==> config.mk <==
export PLATFORM = sky130hd
export DESIGN_NAME = hs_cdc_rx
export DESIGN_NICKNAME = d
export VERILOG_FILES = /design/src/rtl/hs_cdc_rx.sv
export SDC_FILE = /design/constraint.sdc
export NUM_CORES = 1
export LEC_CHECK = 0
export ABC_AREA = 1
export CAP_MARGIN = 20
export CORE_MARGIN = 5
export CORE_UTILIZATION = 30
export CTS_CLUSTER_DIAMETER = 40
export DETAILED_ROUTE_END_ITERATION = 6
export GPL_TIMING_DRIVEN = 0
export HOLD_SLACK_MARGIN = 0.03
export PLACE_DENSITY_LB_ADDON = 0.05
export SYNTH_ARGS = -nofsm -noshare
export SYNTH_HDL_FRONTEND = slang
export SYNTH_SLANG_ARGS = --single-unit
==> constraint.sdc <==
create_clock -name clk_dst -period 1.8 [get_ports clk_dst]
set_clock_uncertainty 0.15 [all_clocks]
set_input_delay 0.36 -clock clk_dst [delete_from_list [all_inputs] [get_ports clk_dst]]
set_output_delay 0.36 -clock clk_dst [all_outputs]
set_load 0.05 [all_outputs]
==> src/rtl/hs_cdc_rx.sv <==
// Destination end of a toggle req/ack handshake: synchronizes the request toggle, captures the
// quasi-static data bus, and returns an ack toggle. Optional protocol check: HS_CDC_RX_PROTO_CHECK_EN.
module hs_cdc_rx #(
   parameter int WIDTH  = 8,
   parameter int STAGES = 2
) (
   input  logic             clk_dst,
   input  logic             rst_n_dst,
   input  logic             req_tgl_in,
   input  logic [WIDTH-1:0] data_in,
   output logic             ack_tgl_out,
   output logic [WIDTH-1:0] dst_data,
   output logic             dst_valid,
   input  logic             dst_ready,
   output logic             proto_err
);

   typedef enum logic {
      ST_IDLE  = 1'b0,
      ST_VALID = 1'b1
   } state_t;

   state_t state_q, state_d;

   (* ASYNC_REG = "TRUE" *) logic [STAGES-1:0] sync_q;

   logic             req_sync;
   logic             req_pending;
   logic             req_seen_q, req_seen_d;
   logic [WIDTH-1:0] data_q, data_d;
   logic             valid_q, valid_d;
   logic             ack_q, ack_d;

   assign req_sync    = sync_q[STAGES-1];
   assign req_pending = (req_sync != req_seen_q);

   always_ff @(posedge clk_dst or negedge rst_n_dst) begin
      if (!rst_n_dst) begin
         sync_q <= '0;
      end else begin
         sync_q <= {sync_q[STAGES-2:0], req_tgl_in};
      end
   end

   always_ff @(posedge clk_dst or negedge rst_n_dst) begin
      if (!rst_n_dst) begin
         state_q    <= ST_IDLE;
         req_seen_q <= 1'b0;
         data_q     <= '0;
         valid_q    <= 1'b0;
         ack_q      <= 1'b0;
      end else begin
         state_q    <= state_d;
         req_seen_q <= req_seen_d;
         data_q     <= data_d;
         valid_q    <= valid_d;
         ack_q      <= ack_d;
      end
   end

   // data_in is sampled unsynchronized: the source keeps it stable until it sees our ack.
   always_comb begin
      state_d    = state_q;
      req_seen_d = req_seen_q;
      data_d     = data_q;
      valid_d    = valid_q;
      ack_d      = ack_q;
      case (state_q)
         ST_IDLE: begin
            if (req_pending) begin
               data_d     = data_in;
               valid_d    = 1'b1;
               req_seen_d = req_sync;
               state_d    = ST_VALID;
            end
         end
         ST_VALID: begin
            if (valid_q && dst_ready) begin
               valid_d = 1'b0;
               ack_d   = ~ack_q;
               state_d = ST_IDLE;
            end
         end
         default: state_d = ST_IDLE;
      endcase
   end

   assign ack_tgl_out = ack_q;
   assign dst_data    = data_q;
   assign dst_valid   = valid_q;

`ifdef HS_CDC_RX_PROTO_CHECK_EN
   logic req_sync_d_q;
   logic proto_err_q;

   // Any req edge while a word is outstanding means the source did not wait for ack.
   always_ff @(posedge clk_dst or negedge rst_n_dst) begin
      if (!rst_n_dst) begin
         req_sync_d_q <= 1'b0;
         proto_err_q  <= 1'b0;
      end else begin
         req_sync_d_q <= req_sync;
         if ((state_q == ST_VALID) && (req_sync != req_sync_d_q)) begin
            proto_err_q <= 1'b1;
         end
      end
   end

   assign proto_err = proto_err_q;

`ifndef SYNTHESIS
   always @(posedge clk_dst) begin
      if (rst_n_dst) begin
         assert (!((state_q == ST_VALID) && (req_sync != req_sync_d_q)))
            else $warning("hs_cdc_rx: request toggled while a word was outstanding");
      end
   end
`endif
`else
   assign proto_err = 1'b0;
`endif

endmodule

* Word-level counts from Yosys, hierarchy flattened
Index checks and enable logic that the tools add are counted.
** Cells by class
- Equality and inequality tests :: 3
- Mux-type cells :: 6
- Bitwise operators :: 2
- Reductions and logical operators :: 4
** Operator list (count)
- 2-bit AND reduction :: 3
- 1-bit 2-to-1 mux :: 4
- 1-bit case mux with 2 select lines :: 2
- 2-bit by 1-bit inequality test with 1-bit output (second input constant) :: 1
- 2-bit inequality test (second input constant) :: 1
- 1-bit inverter :: 2
- 1-bit logical AND :: 1
- 1-bit inequality test :: 1
** Storage, ports and cells
- Flip-flop bits (word level) :: 14
- Input port bits :: 12
- Output and inout bits :: 11
- Logic and storage cells :: 21

* Longest topological paths before layout
Gate-level depths: netlist of run 1.
- Word-level depth :: 3
- Depth in mapped cells :: 5
- Gate-level depth less buffers :: 5

* Least setup slack after synthesis of run 1
No wires, ideal clock.
- Kind :: register to register
- Start :: register valid_q, in the netlist dst_valid
- End :: register ack_q, in the netlist ack_tgl_out
- Library setup time :: 140 ps
- Arrival :: 955 ps
- Data required time :: 1510 ps
- Slack :: 554 ps
- Stages on the path, launching flop included :: 3
- Path buffers :: 0
- Period minus slack after synthesis :: 1246 ps
- Path through :: dfrtp_1 > nand3_1 > xnor2_1
** Between the ends
- Word-level cells in the longest chain between the ends :: 2
** Ends and longest elaborated chain
- from (decl) :: RTL line 31 : logic valid_q, valid_d;
- from (signal assigned) :: RTL line 56 : valid_q <= valid_d;
- 1-bit logical AND :: RTL line 78 : if (valid_q && dst_ready) begin
- 2-bit AND reduction (no source line)
- to (signal assigned) :: RTL line 57 : ack_q <= ack_d;
- to (decl) :: RTL line 32 : logic ack_q, ack_d;
No other way between the ends.
A chain may end at the register's enable or synchronous reset.

* Worst setup path in the final report of run 1
- Start :: register valid_q, in the netlist dst_valid
- End :: output dst_valid
** RTL lines
- to (decl) :: RTL line 13 : output logic dst_valid,
No word-level cell between the ends.

==> results.toml, run 1 <==
[finish]
n_fill_cell = 190
final_nets = 93
layout_commonest_cell = "nand2_1"
drive_gt1_share_pct = 10.1
most-common-layout-cells = "nand2_1 (22), dfrtp_1 (14), clkdlybuf4s50_1 (11)"
antenna_cells = 0
syn_to_final_growth_pct = 45.0
stdcell_area_um2 = 811
fin_util_pct = 46.5

[worst_setup_path]
arrival_ps = 1190
critical_path_class = "reg -> out"
path_delay_family = "buffers and inverters"
worstPathBufferInverterCount = 1
required_ps = 1290
critPathSlowestCell = "dlygate4sd2_1"
rr_startpoint = "state_q$_DFF_PN0_"
cp_slowest_stage_delay_ps = 540
r2r_setup_slack_ps = 630
crit_fanout = 4
critPathLaunchType = "register"
cp_cell_sequence = "dlygate4sd2_1"
critPathCaptureType = "output port"
startpoint = "dst_valid$_DFFE_PN0P_"

[sta]
rsz0062_at_grt = "no"
finalSetupViolations = 0
post-route-period-util_pct = 94.7
max_freq_ghz = 0.587
drv_slew = 0
slew_headroom_pct = 58.2
layout_min_cycle_time_ps = 1700
hold_viol = 0
fin_ws_ps = 95.2
worstMarginPinSlew_ps = 625
setup_tns_ps = 0

[power_and_ir_drop]
p_comb_share_pct = 55.1
swShare_pct = 51.8
power_frac_seq_pct = 34.0
ir_drop_mv = 0.758
power.density_nw_per_um2 = 1940
clkPwrFrac_pct = 10.9
p_sw_w = 0.000813
p_leak_nw = 0.410
p_int_w = 0.000758
fin_total_pwr_w = 0.00157

[routing]
drtPass1Iterations = 4
postRouteWirelength_um = 1150
wire_per_inst_um = 11.0
drt_iter0_drc = 10
drtAntennaViolNets = 0
vias = 445
drc = 0
avgViaCountPerCell = 4.28

[synthesis]
synth_edf_count = 0
syn-num-nets = 67
synthFlopType = "dfrtp_1"
synthCells = 55
seq_area_frac_synth_pct = 62.6
syn_area_per_cell_um2 = 10.2
yosysUniqueCellTypes = 13
syn_area_um2 = 559
async_flop_share_pct = 100
ys_ff_latch = 14
yosysWarningCount = 0

[global_route]
gr-usage-all-layers_pct = 9.30
grt-ovfl-total = 0
antenna_found_initial = 0
grt_pass1_vias = 412
grt_pass1_wl_um = 1840
grt_max_degree = 15

[placement]
dp_hpwl_um = 828
gp_congestion = 0.671
pre_cts_ws_ps = 106
dpl_cell_area_um2 = 801
port_buffers = 21

[clocking]
cts_buffer_depth = 2
clk-insertion-delay-late_ps = 270
clockRootBuffer = "clkbuf_4"
path_clk_slew_ps = 80
ctsHtreeMaxLevel = 1
cts_tree = "yes"
cts_made_buffers = 3
clkSinkCount = 14

[floorplanning]
start_util_pct = 32.0
core_um2 = 1750
fp.dieW_um = 53.2
die_area_um2 = 2830
ios = 23
dieHeight_um = 53.2
fp-row-count = 15

[status]
status = "completed"

[hold_path]
worstHoldStart = "sync_q[0]$_DFF_PN0_"
hold_class = "reg -> reg"

[job]
cap_violations = 0
==> final timing paths <==
kind / depth (start not counted) / end
max: 1 / dst_valid
min: 0 / sync_q[1]$_DFF_PN0_
max reg2reg: 4 / dst_data[3]$_DFFE_PN0P_
min reg2reg: 0 / sync_q[1]$_DFF_PN0_
max in group asynchronous: 1 / dst_valid$_DFFE_PN0P_
min in group asynchronous: 1 / dst_data[7]$_DFFE_PN0P_
==> sequential cells by signal, summed over array words and instances (netlist names) <==
register	flops
req_seen_q	1
dst_data	8
ack_tgl_out	1
state_q	1
dst_valid	1
sync_q	2
==> final cells by class <==
class / instances / area (um2) / area share, %
Multi-Input combinational cell: 37 / 190 / 23.5
Buffer: 1 / 7.51 / 0.926
Inverter: 3 / 11.3 / 1.39
Tap cell: 25 / 31.3 / 3.86
Clock buffer: 3 / 22.5 / 2.78
Sequential cell: 14 / 350 / 43.2
Timing Repair Buffer: 21 / 198 / 24.4
==> cells by family after synthesis <==
family | Yosys count | share of synthesized area [%]
simple gates | 34 | 30.9
flops | 14 | 62.6
buf+inv | 4 | 3.36
compound gates | 1 | 0.894
xor+xnor | 1 | 1.57
other cells | 1 | 0.670
==> metal layers <==
layer  share of wire (%)  GRT usage (%)
met3                 9.4           3.38
met1                  47           13.3
met5                   0              0
met2                  43           11.8
met4                 1.0           5.11
==> Yosys cell counts (2+ instances only) <==
cell type | number | area, um2
nand2_1 | 22 | 82.6
dfrtp_1 | 14 | 350
nand4_1 | 8 | 50.1
inv_1 | 2 | 7.51
==> stage by stage <==
stage / cells / hold WS, ps
global route: 104 / 220
CTS: 104 / 213
global placement: 101 / 182
detailed placement: 101 / 195
floorplan: 55 / -85.6
finish: 104 / 207
==> worst register-to-register path: cells and delay by family, from the launching register on <==
family,cells,cell delay [ps]
buffers and inverters,1,180
flip-flops,1,430
AND/OR/NAND/NOR,3,300
==> timing repair <==
item / 4_1_cts / 5_1_grt
resized for setup: 10 / 0
hold buffers: 0 / 0
setup endpoints to repair: 10 / 0
setup buffers: 0 / 0
==> power groups by stage <==
stage	sequential (W)	combinational [W]	clock [W]
2_1_floorplan	0.000923	0.000258	0
3_3_place_gp	0.000544	0.000948	0
3_5_place_dp	0.000547	0.000954	0
4_1_cts	0.000537	0.000879	0.000176
5_1_grt	0.000552	0.000929	0.000190
6_report	0.000534	0.000865	0.000171
Note: power is estimated with default switching activity, not from simulation.
==> inputs of run 2 (changes only) <==
Settings changed: CORE_ASPECT_RATIO set to 1.1.
==> run 2 against run 1 <==
Net effect:
- die area about the same
- wire length decreased by 0.35%
- non-clock buffer count is the same
- critical endpoint unchanged
- critical path type unchanged
- setup slack got worse by 7.7 ps
- sequential share of layout area is 0.27 points lower
- sequential power hardly changed
- final cell count decreased by 5.8%
- maximum frequency fell by 0.45%
- total power grew 3.2%
==> results.toml, run 2 (synthesis results as in run 1) <==
[finish]
antenna_cells = 0
fin_util_pct = 45.8
stdcell_area_um2 = 816
final_nets = 93
multiInputGateArea_um2 = 190
n_fill_cell = 181
layout_commonest_cell = "nand2_1"
largest_register_ffs = 8
most-common-layout-cells = "nand2_1 (22), dfrtp_1 (14), clkdlybuf4s50_1 (11)"
instances_no_fill = 98
drive_gt1_share_pct = 11.3
seq_area_um2 = 350
syn_to_final_growth_pct = 45.9

[global_route]
antenna_found_initial = 0
grt_pass1_vias = 472
gr-usage-all-layers_pct = 9.59
grt_max_degree = 15
grt-ovfl-total = 0
grt-busiest-layer = "met2"
use_met3_pct = 2.96
met1_usage_pct = 12.2
grt_pass1_wl_um = 2080
use_met2_pct = 14.5

[worst_setup_path]
critPathLaunchType = "register"
r2r_setup_slack_ps = 650
required_ps = 1290
worstPathBufferInverterCount = 1
critPathCaptureType = "output port"
rr_startpoint = "state_q$_DFF_PN0_"
critPathSlowestCell = "dlygate4sd2_1"
cp_cell_sequence = "dlygate4sd2_1"
critical_path_class = "reg -> out"
reg2reg_to = "dst_data[6]$_DFFE_PN0P_"
cp_slowest_stage_delay_ps = 540
worstRegToRegCells = 4
arrival_ps = 1200
crit_fanout = 4
path_delay_family = "buffers and inverters"

[clocking]
cts_tree = "yes"
postCtsSetupRepairBufs = 0
cts_buffer_depth = 2
cts_made_buffers = 3
path_clk_slew_ps = 90
ctsHtreeMaxLevel = 1
clkSinkCount = 14
clockRootBuffer = "clkbuf_4"
clk-insertion-delay-late_ps = 280

[floorplanning]
ios = 23
start_util_pct = 31.4
fp-row-count = 16
core_um2 = 1780
fp.dieW_um = 51.2
dieHeight_um = 55.3
die_area_um2 = 2830

[power_and_ir_drop]
p_leak_nw = 0.417
power.density_nw_per_um2 = 1990
ir_drop_mv = 0.788

[routing]
vias = 452
drtAntennaViolNets = 0
wire_per_inst_um = 11.7
drtPass1Iterations = 2
drc = 0
avgViaCountPerCell = 4.61
drt_iter0_drc = 6
postRouteWirelength_um = 1140

[sta]
post-route-period-util_pct = 95.1
rsz0062_at_grt = "no"
max_freq_ghz = 0.584
worstMarginPinSlew_ps = 636
drv_slew = 0
finalSetupViolations = 0
hold_viol = 0
slew_headroom_pct = 57.5
layout_min_cycle_time_ps = 1710
setup_tns_ps = 0
worst_hold_slack_ps = 211

[placement]
dp_hpwl_um = 829
dpl_cell_area_um2 = 792
port_buffers = 21
gp_congestion = 0.686
dp.cells = 94

[hold_path]
min_to = "sync_q[1]$_DFF_PN0_"
hold_class = "reg -> reg"
whs_path_depth = 0
worstHoldStart = "sync_q[0]$_DFF_PN0_"

[status]
status = "completed"

[job]
cap_violations = 0
[run 2: what timing repair did]
action	CTS	global route
setup endpoints to repair	10	0
hold buffers	0	0
gates resized for setup	10	0
[run 2: layout make-up]
class | count | area share (%)
multi-input cells | 37 | 23.3
clock buffers | 4 | 4.45
repair buffers | 21 | 24.2
flip-flops and latches | 14 | 42.9
plain buffers | 1 | 0.920
well taps | 18 | 2.76
inverters | 3 | 1.38
[run 2: per-stage QoR]
stage,setup slack [ps],power [W]
global route,42.6,0.00174
finish,87.5,0.00162
CTS,62.5,0.00165
detailed placement,112,0.00150
global placement,119,0.00150
floorplan,554,0.00118
[run 2: worst max path at each step]
stage                     cells after the start                 endpoint                   from  slack (ps)
final                                         1                dst_valid  dst_valid$_DFFE_PN0P_          90
after global routing                          1                dst_valid  dst_valid$_DFFE_PN0P_          40
after CTS                                     1                dst_valid  dst_valid$_DFFE_PN0P_          60
after detailed placement                      1                dst_valid  dst_valid$_DFFE_PN0P_         110
after global placement                        1                dst_valid  dst_valid$_DFFE_PN0P_         120
after floorplan                               2  ack_tgl_out$_DFFE_PN0P_  dst_valid$_DFFE_PN0P_         550
[run 2: per-layer routing]
| layer | routed length (um) | up-vias |
|---|---|---|
| met5 | 0 | - |
| met4 | 0 | 0 |
| met3 | 97 | 0 |
| met2 | 574 | 14 |
| met1 | 472 | 208 |
| li1 | - | 230 |
[run 2: where the power goes]
group | switching, W | internal [W] | leakage [nW] | total [W]
clock network | 0.000100 | 0.000123 | 0.0210 | 0.000223
logic | 0.000636 | 0.000229 | 0.228 | 0.000865
registers | 0.0000825 | 0.000452 | 0.168 | 0.000534
[run 2: worst register-to-register path, stage by stage (launching register included)]
cell	delay, ps
dfrtp_1	430
inv_2	180
nand3_4	160
nand2_1	90
nand2_1	50
==> inputs of run 3 (changes only) <==
Settings changed: CORE_UTILIZATION 30 to 25.
==> run 3 against run 2 <==
Net effect:
- clock power increased by 2%
- non-clock buffer count unchanged
- die area increased by 16%
- first-iteration DRC count decreased by 33%
- worst hold slack got worse by 6.4 ps
- sequential power about the same
- critical path depth unchanged
==> results.toml, run 3 (synthesis results as in run 1) <==
[power_and_ir_drop]
fin_total_pwr_w = 0.00163
ir_drop_mv = 0.793
power.density_nw_per_um2 = 1970
p_leak_nw = 0.417

[routing]
top_layer = "met4"
wire_per_inst_um = 11.5
vias = 461
drtPass1Iterations = 2
postRouteWirelength_um = 1270
drc = 0
wl_met1_um = 566
drtAntennaViolNets = 0
avgViaCountPerCell = 4.19
drt_iter0_drc = 4
wl_met2_um = 607
wl_met3_um = 84

[global_route]
grt_pass1_vias = 509
gr-usage-all-layers_pct = 9.38
grt_max_degree = 15
grt_pass1_wl_um = 2170
grt-ovfl-total = 0
antenna_found_initial = 0

[finish]
n_fill_cell = 259
largest_register_ffs = 8
drive_gt1_share_pct = 11.3
antenna_cells = 0
layout_commonest_cell = "nand2_1"
most-common-layout-cells = "nand2_1 (22), dfrtp_1 (14), clkdlybuf4s50_1 (11)"
syn_to_final_growth_pct = 48.5
final_nets = 93

[clocking]
clk-insertion-delay-late_ps = 270
cts_tree = "yes"
ctsHoldBuffers = 0
path_clk_slew_ps = 80
clockRootBuffer = "clkbuf_4"
cts_buffer_depth = 2
clkSinkCount = 14
cts_made_buffers = 3
ctsHtreeMaxLevel = 1

[worst_setup_path]
critPathSlowestCell = "dlygate4sd2_1"
required_ps = 1290
path_delay_family = "buffers and inverters"
cp_slowest_stage_delay_ps = 540
cp_cell_sequence = "dlygate4sd2_1"
worstPathBufferInverterCount = 1
critPathLaunchType = "register"
critPathCaptureType = "output port"
arrival_ps = 1190
crit_fanout = 4
critical_path_class = "reg -> out"

[floorplanning]
core_um2 = 2180
dieHeight_um = 59.6
fp-row-count = 18
start_util_pct = 25.6
fp.dieW_um = 55.1
ios = 23
die_area_um2 = 3280

[sta]
setup_tns_ps = 0
max_freq_ghz = 0.587
slew_headroom_pct = 57.5
layout_min_cycle_time_ps = 1700
post-route-period-util_pct = 94.7
finalSetupViolations = 0
drv_slew = 0
hold_viol = 0
worstMarginPinSlew_ps = 636
rsz0062_at_grt = "no"

[hold_path]
hold_class = "reg -> reg"

[placement]
port_buffers = 21
gp_congestion = 0.615
dp_hpwl_um = 914

[status]
status = "completed"

[job]
cap_violations = 0
run 3: worst paths after layout:
| kind | start | end | slack [ps] | cells past startpoint |
|---|---|---|---|---|
| setup / recovery | dst_valid$_DFFE_PN0P_ | dst_valid | 100 | 1 |
| hold / removal | sync_q[0]$_DFF_PN0_ | sync_q[1]$_DFF_PN0_ | 200 | 0 |
| setup reg to reg | state_q$_DFF_PN0_ | dst_data[5]$_DFFE_PN0P_ | 620 | 4 |
| hold reg to reg | sync_q[0]$_DFF_PN0_ | sync_q[1]$_DFF_PN0_ | 200 | 0 |
| max in group asynchronous | rst_n_dst | dst_valid$_DFFE_PN0P_ | 770 | 1 |
| min in group asynchronous | rst_n_dst | dst_data[0]$_DFFE_PN0P_ | 310 | 1 |
run 3: per-layer routing:
metal / track usage, % / vias up
met4: 5.21 / 0
met1: 11.4 / 214
li1: - / 230
met2: 14.5 / 15
met5: 0 / -
met3: 2.77 / 2
run 3: report_power, final:
| group | internal, W | leakage [nW] | switching, W | total [W] |
|---|---|---|---|---|
| combinational | 0.000229 | 0.228 | 0.000644 | 0.000873 |
| sequential | 0.000451 | 0.168 | 0.0000814 | 0.000533 |
| clock | 0.000123 | 0.0210 | 0.000105 | 0.000228 |
| total | 0.000803 | 0.417 | 0.000830 | 0.00163 |
run 3: what timing repair did:
action	4_1_cts	5_1_grt
buffers inserted	0	0
setup endpoints to repair	10	0
gates resized for setup	10	0
run 3: cell type report:
cell class | instances | area (um2) | area share [%]
Tap cell | 30 | 37.5 | 4.52
Inverter | 3 | 11.3 | 1.36
Timing Repair Buffer | 21 | 198 | 23.8
Sequential cell | 14 | 350 | 42.2
Buffer | 1 | 7.51 | 0.904
Multi-Input combinational cell | 37 | 190 | 22.9
Clock buffer | 4 | 36.3 | 4.37
run 3: stage by stage:
stage          instances  setup slack (ps)  area (um2)  hold slack, ps  util [%]
6_report             110              96.3         831             204      38.0
3_5_place_dp         106               115         807             190      36.9
2_1_floorplan         55               554         559           -85.6         -
4_1_cts              110              78.3         831             210      38.0
3_3_place_gp         106               118         807             184      36.9
5_1_grt              110              5.65         831             226      38.0
==> RTL edit 1 (config.mk and constraints of run 1) <==
Set the parameter `WIDTH` to 10 (it was 8).
--- a/src/rtl/hs_cdc_rx.sv
+++ b/src/rtl/hs_cdc_rx.sv
@@ -2,5 +2,5 @@
 // quasi-static data bus, and returns an ack toggle. Optional protocol check: HS_CDC_RX_PROTO_CHECK_EN.
 module hs_cdc_rx #(
-   parameter int WIDTH  = 8,
+   parameter int WIDTH  = 10,
    parameter int STAGES = 2
 ) (
Interface: changed (resized data_in and dst_data); port bits go from 23 to 27. The function was not compared with the original's and may differ.
==> RTL edit 1 against run 1 <==
Power is 19% higher; setup slack worse by 0.026 ns; wire length is 30% higher; cell area is 16% higher; synthesized area is 16% higher; sequential cell count is 2 higher; maximum frequency is 1.5% lower; non-clock buffer count is 8 higher; sequential share of layout area is 0.71 points lower; critical path depth stayed put; critical endpoint unchanged; largest power group unchanged; highest routed layer unchanged.
==> RTL edit 1: results (changes against run 1) <==
stage;metric;value;unit;change
clock_tree;cts_resized;12;;+2
min_path;hold_class;register to register;;
placed_design;finalWeightedCongestion;0.702;;+4.6%
grt;grt_pass1_wl;2570;um;+40%
timing;worstMarginPinSlew;0.704;ns;+0.0783 ns
clock_tree;cts_max_level;1;;unchanged
clock_tree;clkLatencyLatePin;0.29;ns;+0.02 ns
route;drtIter0Drc;5;;-5
logic_synthesis;yosysSeqAreaShare;61.5;%;-1.1 points
logic_synthesis;netlist_top_cells_area;dfrtp_1, nand2_1, nand4_1;;
run_status;status;finished, final reports clean;;
route;wl;1490;um;+30%
grt;grt_max_degree;17;;+2
logic_synthesis;async_flop_share;100;%;unchanged
power_and_ir_drop;leakagePower;0.484;nW;+18%
logic_synthesis;ys.flop_type;dfrtp_1;;
setup_path;r2r-end;dst_data[8]$_DFFE_PN0P_;;
layout;fill_cells;209;;+10%
placed_design;dp.cells;119;;+18%
placed_design;place_hpwl;1040;um;+25%
logic_synthesis;yosys-top-cells-count;nand2_1, dfrtp_1, nand4_1;;
grt;antenna_found_initial;0;;unchanged
setup_path;rrSetupSlack;0.66;ns;+0.03 ns
grt;grtUsageTotal;10.8;%;+1.5 points
layout;final_net_count;111;;+19%
route;drc;0;;unchanged
grt;grt_pass1_vias;587;;+42%
placed_design;io_buffers;25;;+19%
power_and_ir_drop;vdd_ir_drop_max;829;uV;+9.4%
logic_synthesis;postSynthCellCount;67;;+22%
timing;hold_ws;0.203;ns;-0.00456 ns
layout;seq_area;400;sq um;+14%
route;wire_per_inst;12.2;um;+10%
logic_synthesis;synth.net_count;81;;+21%
layout;layout-drive-gt1-share;11.6;%;+1.5 points
setup_path;r2r_cells;4;;unchanged
layout;largest_register_ffs;10;;+2
placed_design;preCtsSetupSlack;0.109;ns;+0.00257 ns
clock_tree;cts_buffers;3;;unchanged
placed_design;placed_cell_area;935;sq um;+17%
timing;final.setup.worst_slack;0.0697;ns;-0.0255 ns
route;num_vias;546;;+23%
setup_path;cp.arrival;1.22;ns;+0.03 ns
logic_synthesis;synth_cell_type_count;14;;+1
RTL edit 1: layout make-up:
type / count / share of cell area [%]
clock buffer: 3 / 2.39
inverter: 3 / 1.20
buffer: 5 / 3.85
tap: 27 / 3.59
multi-input combinational: 43 / 21.5
sequential: 16 / 42.5
timing repair buffer: 25 / 25.0
RTL edit 1: logic make-up after synthesis:
family | Yosys count | share of synthesized area (%)
compound gates | 1 | 0.768
xor+xnor | 1 | 1.35
simple gates | 40 | 28.5
other cells | 1 | 0.576
flops | 16 | 61.5
buf+inv | 8 | 7.31
RTL edit 1: worst max-delay path by stage:
stage | from | to | cells past startpoint
after floorplan | dst_valid$_DFFE_PN0P_ | ack_tgl_out$_DFFE_PN0P_ | 2
after global placement | dst_valid$_DFFE_PN0P_ | dst_valid | 1
after detailed placement | dst_valid$_DFFE_PN0P_ | dst_valid | 1
after CTS | dst_valid$_DFFE_PN0P_ | dst_valid | 1
after global routing | dst_valid$_DFFE_PN0P_ | dst_valid | 1
final | dst_valid$_DFFE_PN0P_ | dst_valid | 1
RTL edit 1: layer usage:
layer	vias to the layer above	GRT usage (%)	share of wire, %
met4	0	8.14	2.4
met5	-	0	0
met3	4	3.44	7.2
met2	18	17.0	48
li1	273	-	-
met1	251	12.0	43
RTL edit 1: power by group:
part | internal [mW] | total [mW] | switching (mW)
Sequential | 0.519 | 0.612 | 0.0934
Combinational | 0.298 | 1.06 | 0.762
Clock | 0.0778 | 0.190 | 0.112
==> RTL edit 2 (config.mk and constraints of run 1) <==
Without the edit above. `data_q` no longer has a reset.
--- a/src/rtl/hs_cdc_rx.sv
+++ b/src/rtl/hs_cdc_rx.sv
@@ -47,5 +47,4 @@
          state_q    <= ST_IDLE;
          req_seen_q <= 1'b0;
-         data_q     <= '0;
          valid_q    <= 1'b0;
          ack_q      <= 1'b0;
@@ -53,8 +52,11 @@
          state_q    <= state_d;
          req_seen_q <= req_seen_d;
-         data_q     <= data_d;
          valid_q    <= valid_d;
          ack_q      <= ack_d;
       end
+   end
+
+   always_ff @(posedge clk_dst) begin
+      data_q <= data_d;
    end
 
Formal check against the unedited RTL: differs if rst_n_dst is asserted again (counterexample within 4 cycles, from zero or initial values and one cycle with rst_n_dst low); with rst_n_dst held inactive, the same outputs for 10 cycles.
==> RTL edit 2 against run 1 <==
Maximum frequency shrank 1.5%; cell area shrank 9.4%; wire length shrank 21%; sequential cell count stayed put; critical path depth unchanged; synthesized area down 13%; power is 25% lower; sequential power down 3%; setup slack worse by 0.027 ns; critical path type unchanged; largest power group is now registers.
==> RTL edit 2: results (changes against run 1) <==
stage;metric;value;unit;change
placed_design;placed_cell_area;719;sq um;-10%
clock_tree;path_clk_slew;0.08;ns;about the same
grt;grt_pass1_wl;1410;um;-23%
layout;num_antenna_cells;0;;unchanged
logic_synthesis;synth_warnings;0;;unchanged
layout;final_net_count;73;;-22%
min_path;hold_class;input port to async pin;;
placed_design;finalWeightedCongestion;0.601;;-10%
setup_path;path_max_fanout;5;;+1
power_and_ir_drop;leakagePower;0.332;nW;-19%
route;drtIter0Drc;1;;-9
clock_tree;clkLatencyLatePin;0.27;ns;about the same
setup_path;r2r-end;dst_data[7]$_DFFE_PP_;;
clock_tree;cts_root_buffer;clkbuf_4;;
grt;grt_overflow;0;;unchanged
layout;layout-drive-gt1-share;10.0;%;-0.13 points
setup_path;cp.arrival;1.22;ns;+0.03 ns
placed_design;io_buffers;21;;unchanged
clock_tree;cts_buffers;3;;unchanged
setup_path;r2r_cells;3;;-1
power_and_ir_drop;power_clock;0.170;mW;
setup_path;r2r_start;state_q$_DFF_PN0_;;
logic_synthesis;synth_edf_count;8;;+8
timing;hold_ws;0.167;ns;-0.0403 ns
grt;antenna_found_initial;0;;unchanged
grt;grtUsageTotal;7.65;%;-1.6 points
power_and_ir_drop;netSwitchingPower;0.516;mW;-37%
placed_design;dp.cells;72;;-29%
logic_synthesis;postSynthCellCount;35;;-36%
setup_path;critical_path.top_delay_family;buffers and inverters;;
clock_tree;postCtsSetupBuffers;0;;unchanged
grt;grt_pass1_vias;359;;-13%
route;drc;0;;unchanged
layout;fill_cells;143;;-25%
logic_synthesis;yosys-top-cells-count;nand2_1, edfxtp_1, dfrtp_1;;
run_status;status;finished, final reports clean;;
grt;grt_max_degree;9;;-6
logic_synthesis;synth.net_count;47;;-30%
power_and_ir_drop;vdd_ir_drop_max;690;uV;-9.0%
route;via_per_inst;4.32;;+0.86%
setup_path;slowest_delay;0.52;ns;-0.02 ns
placed_design;preCtsSetupSlack;0.0605;ns;-0.0460 ns
logic_synthesis;synth_cell_type_count;9;;-4
power_and_ir_drop;pg_seq;0.516;mW;-3%
clock_tree;cts_max_level;1;;unchanged
route;num_vias;328;;-26%
floorplan;die_w;50.4;um;-5.3%
logic_synthesis;async_flop_share;42.9;%;-57 points
setup_path;rrSetupSlack;0.45;ns;-0.18 ns
clock_tree;clk_path_buf_depth;2;;unchanged
power_and_ir_drop;pg_comb;0.493;mW;-43%
setup_path;crit_slowest_cell;clkdlybuf4s15_1;;
route;wl;906;um;-21%
route;dr.pass1.iters;2;;-2
layout;largest_register_ffs;8;;unchanged
logic_synthesis;yosysSeqAreaShare;79.8;%;+17 points
timing;fin_tns_setup;0;ns;unchanged
logic_synthesis;netlist_top_cells_area;edfxtp_1, dfrtp_1, nand2_1;;
logic_synthesis;ys.flop_type;edfxtp_1;;
RTL edit 2: area by class of cell:
cell class                      instances  area, sq um  share of cell area [%]
Sequential cell                        14          390                    53.2
Timing Repair Buffer                   21          199                    27.1
Multi-Input combinational cell         15         72.6                    9.88
Clock buffer                            3         22.5                    3.07
Tap cell                               16         20.0                    2.73
Inverter                                5         18.8                    2.56
Buffer                                  1         7.51                    1.02
Clock inverter                          1         3.75                   0.511
RTL edit 2: worst max path at each step:
stage / startpoint / end / slack [ns] / depth (start not counted)
after detailed placement: dst_valid$_DFFE_PN0P_ / dst_valid / 0.06 / 1
after CTS: dst_valid$_DFFE_PN0P_ / dst_valid / 0.02 / 1
after global placement: dst_valid$_DFFE_PN0P_ / dst_valid / 0.07 / 1
after global routing: dst_valid$_DFFE_PN0P_ / dst_valid / 0.02 / 1
final: dst_valid$_DFFE_PN0P_ / dst_valid / 0.07 / 1
after floorplan: state_q$_DFF_PN0_ / dst_data[0]$_DFFE_PP_ / 0.58 / 3
RTL edit 2: logic make-up (layout without fill, tap and decap cells):
| family | after synthesis | count (layout) | synth area share (%) |
|---|---|---|---|
| DFF | 14 | 14 | 79.8 |
| AOI/OAI and AO/OA | 1 | 1 | 1.02 |
| and+or+nand+nor | 13 | 13 | 13.0 |
| other | 1 | 1 | 0.767 |
| buffers and inverters | 6 | 31 | 5.37 |
RTL edit 2: timing repair:
action | in CTS | in global routing
endpoints found under the hold margin | 0 | 0
endpoints found under the setup margin | 10 | 1
hold buffers | 0 | 0
resized for setup | 10 | 1
RTL edit 2: routing by layer:
layer  vias up  track usage [%]  routed length (um)
met5         -                0                   0
li1        161                -                   -
met2        15             14.2                 495
met4         0             5.11                   0
met1       152             5.98                 291
met3         0             3.85                 118
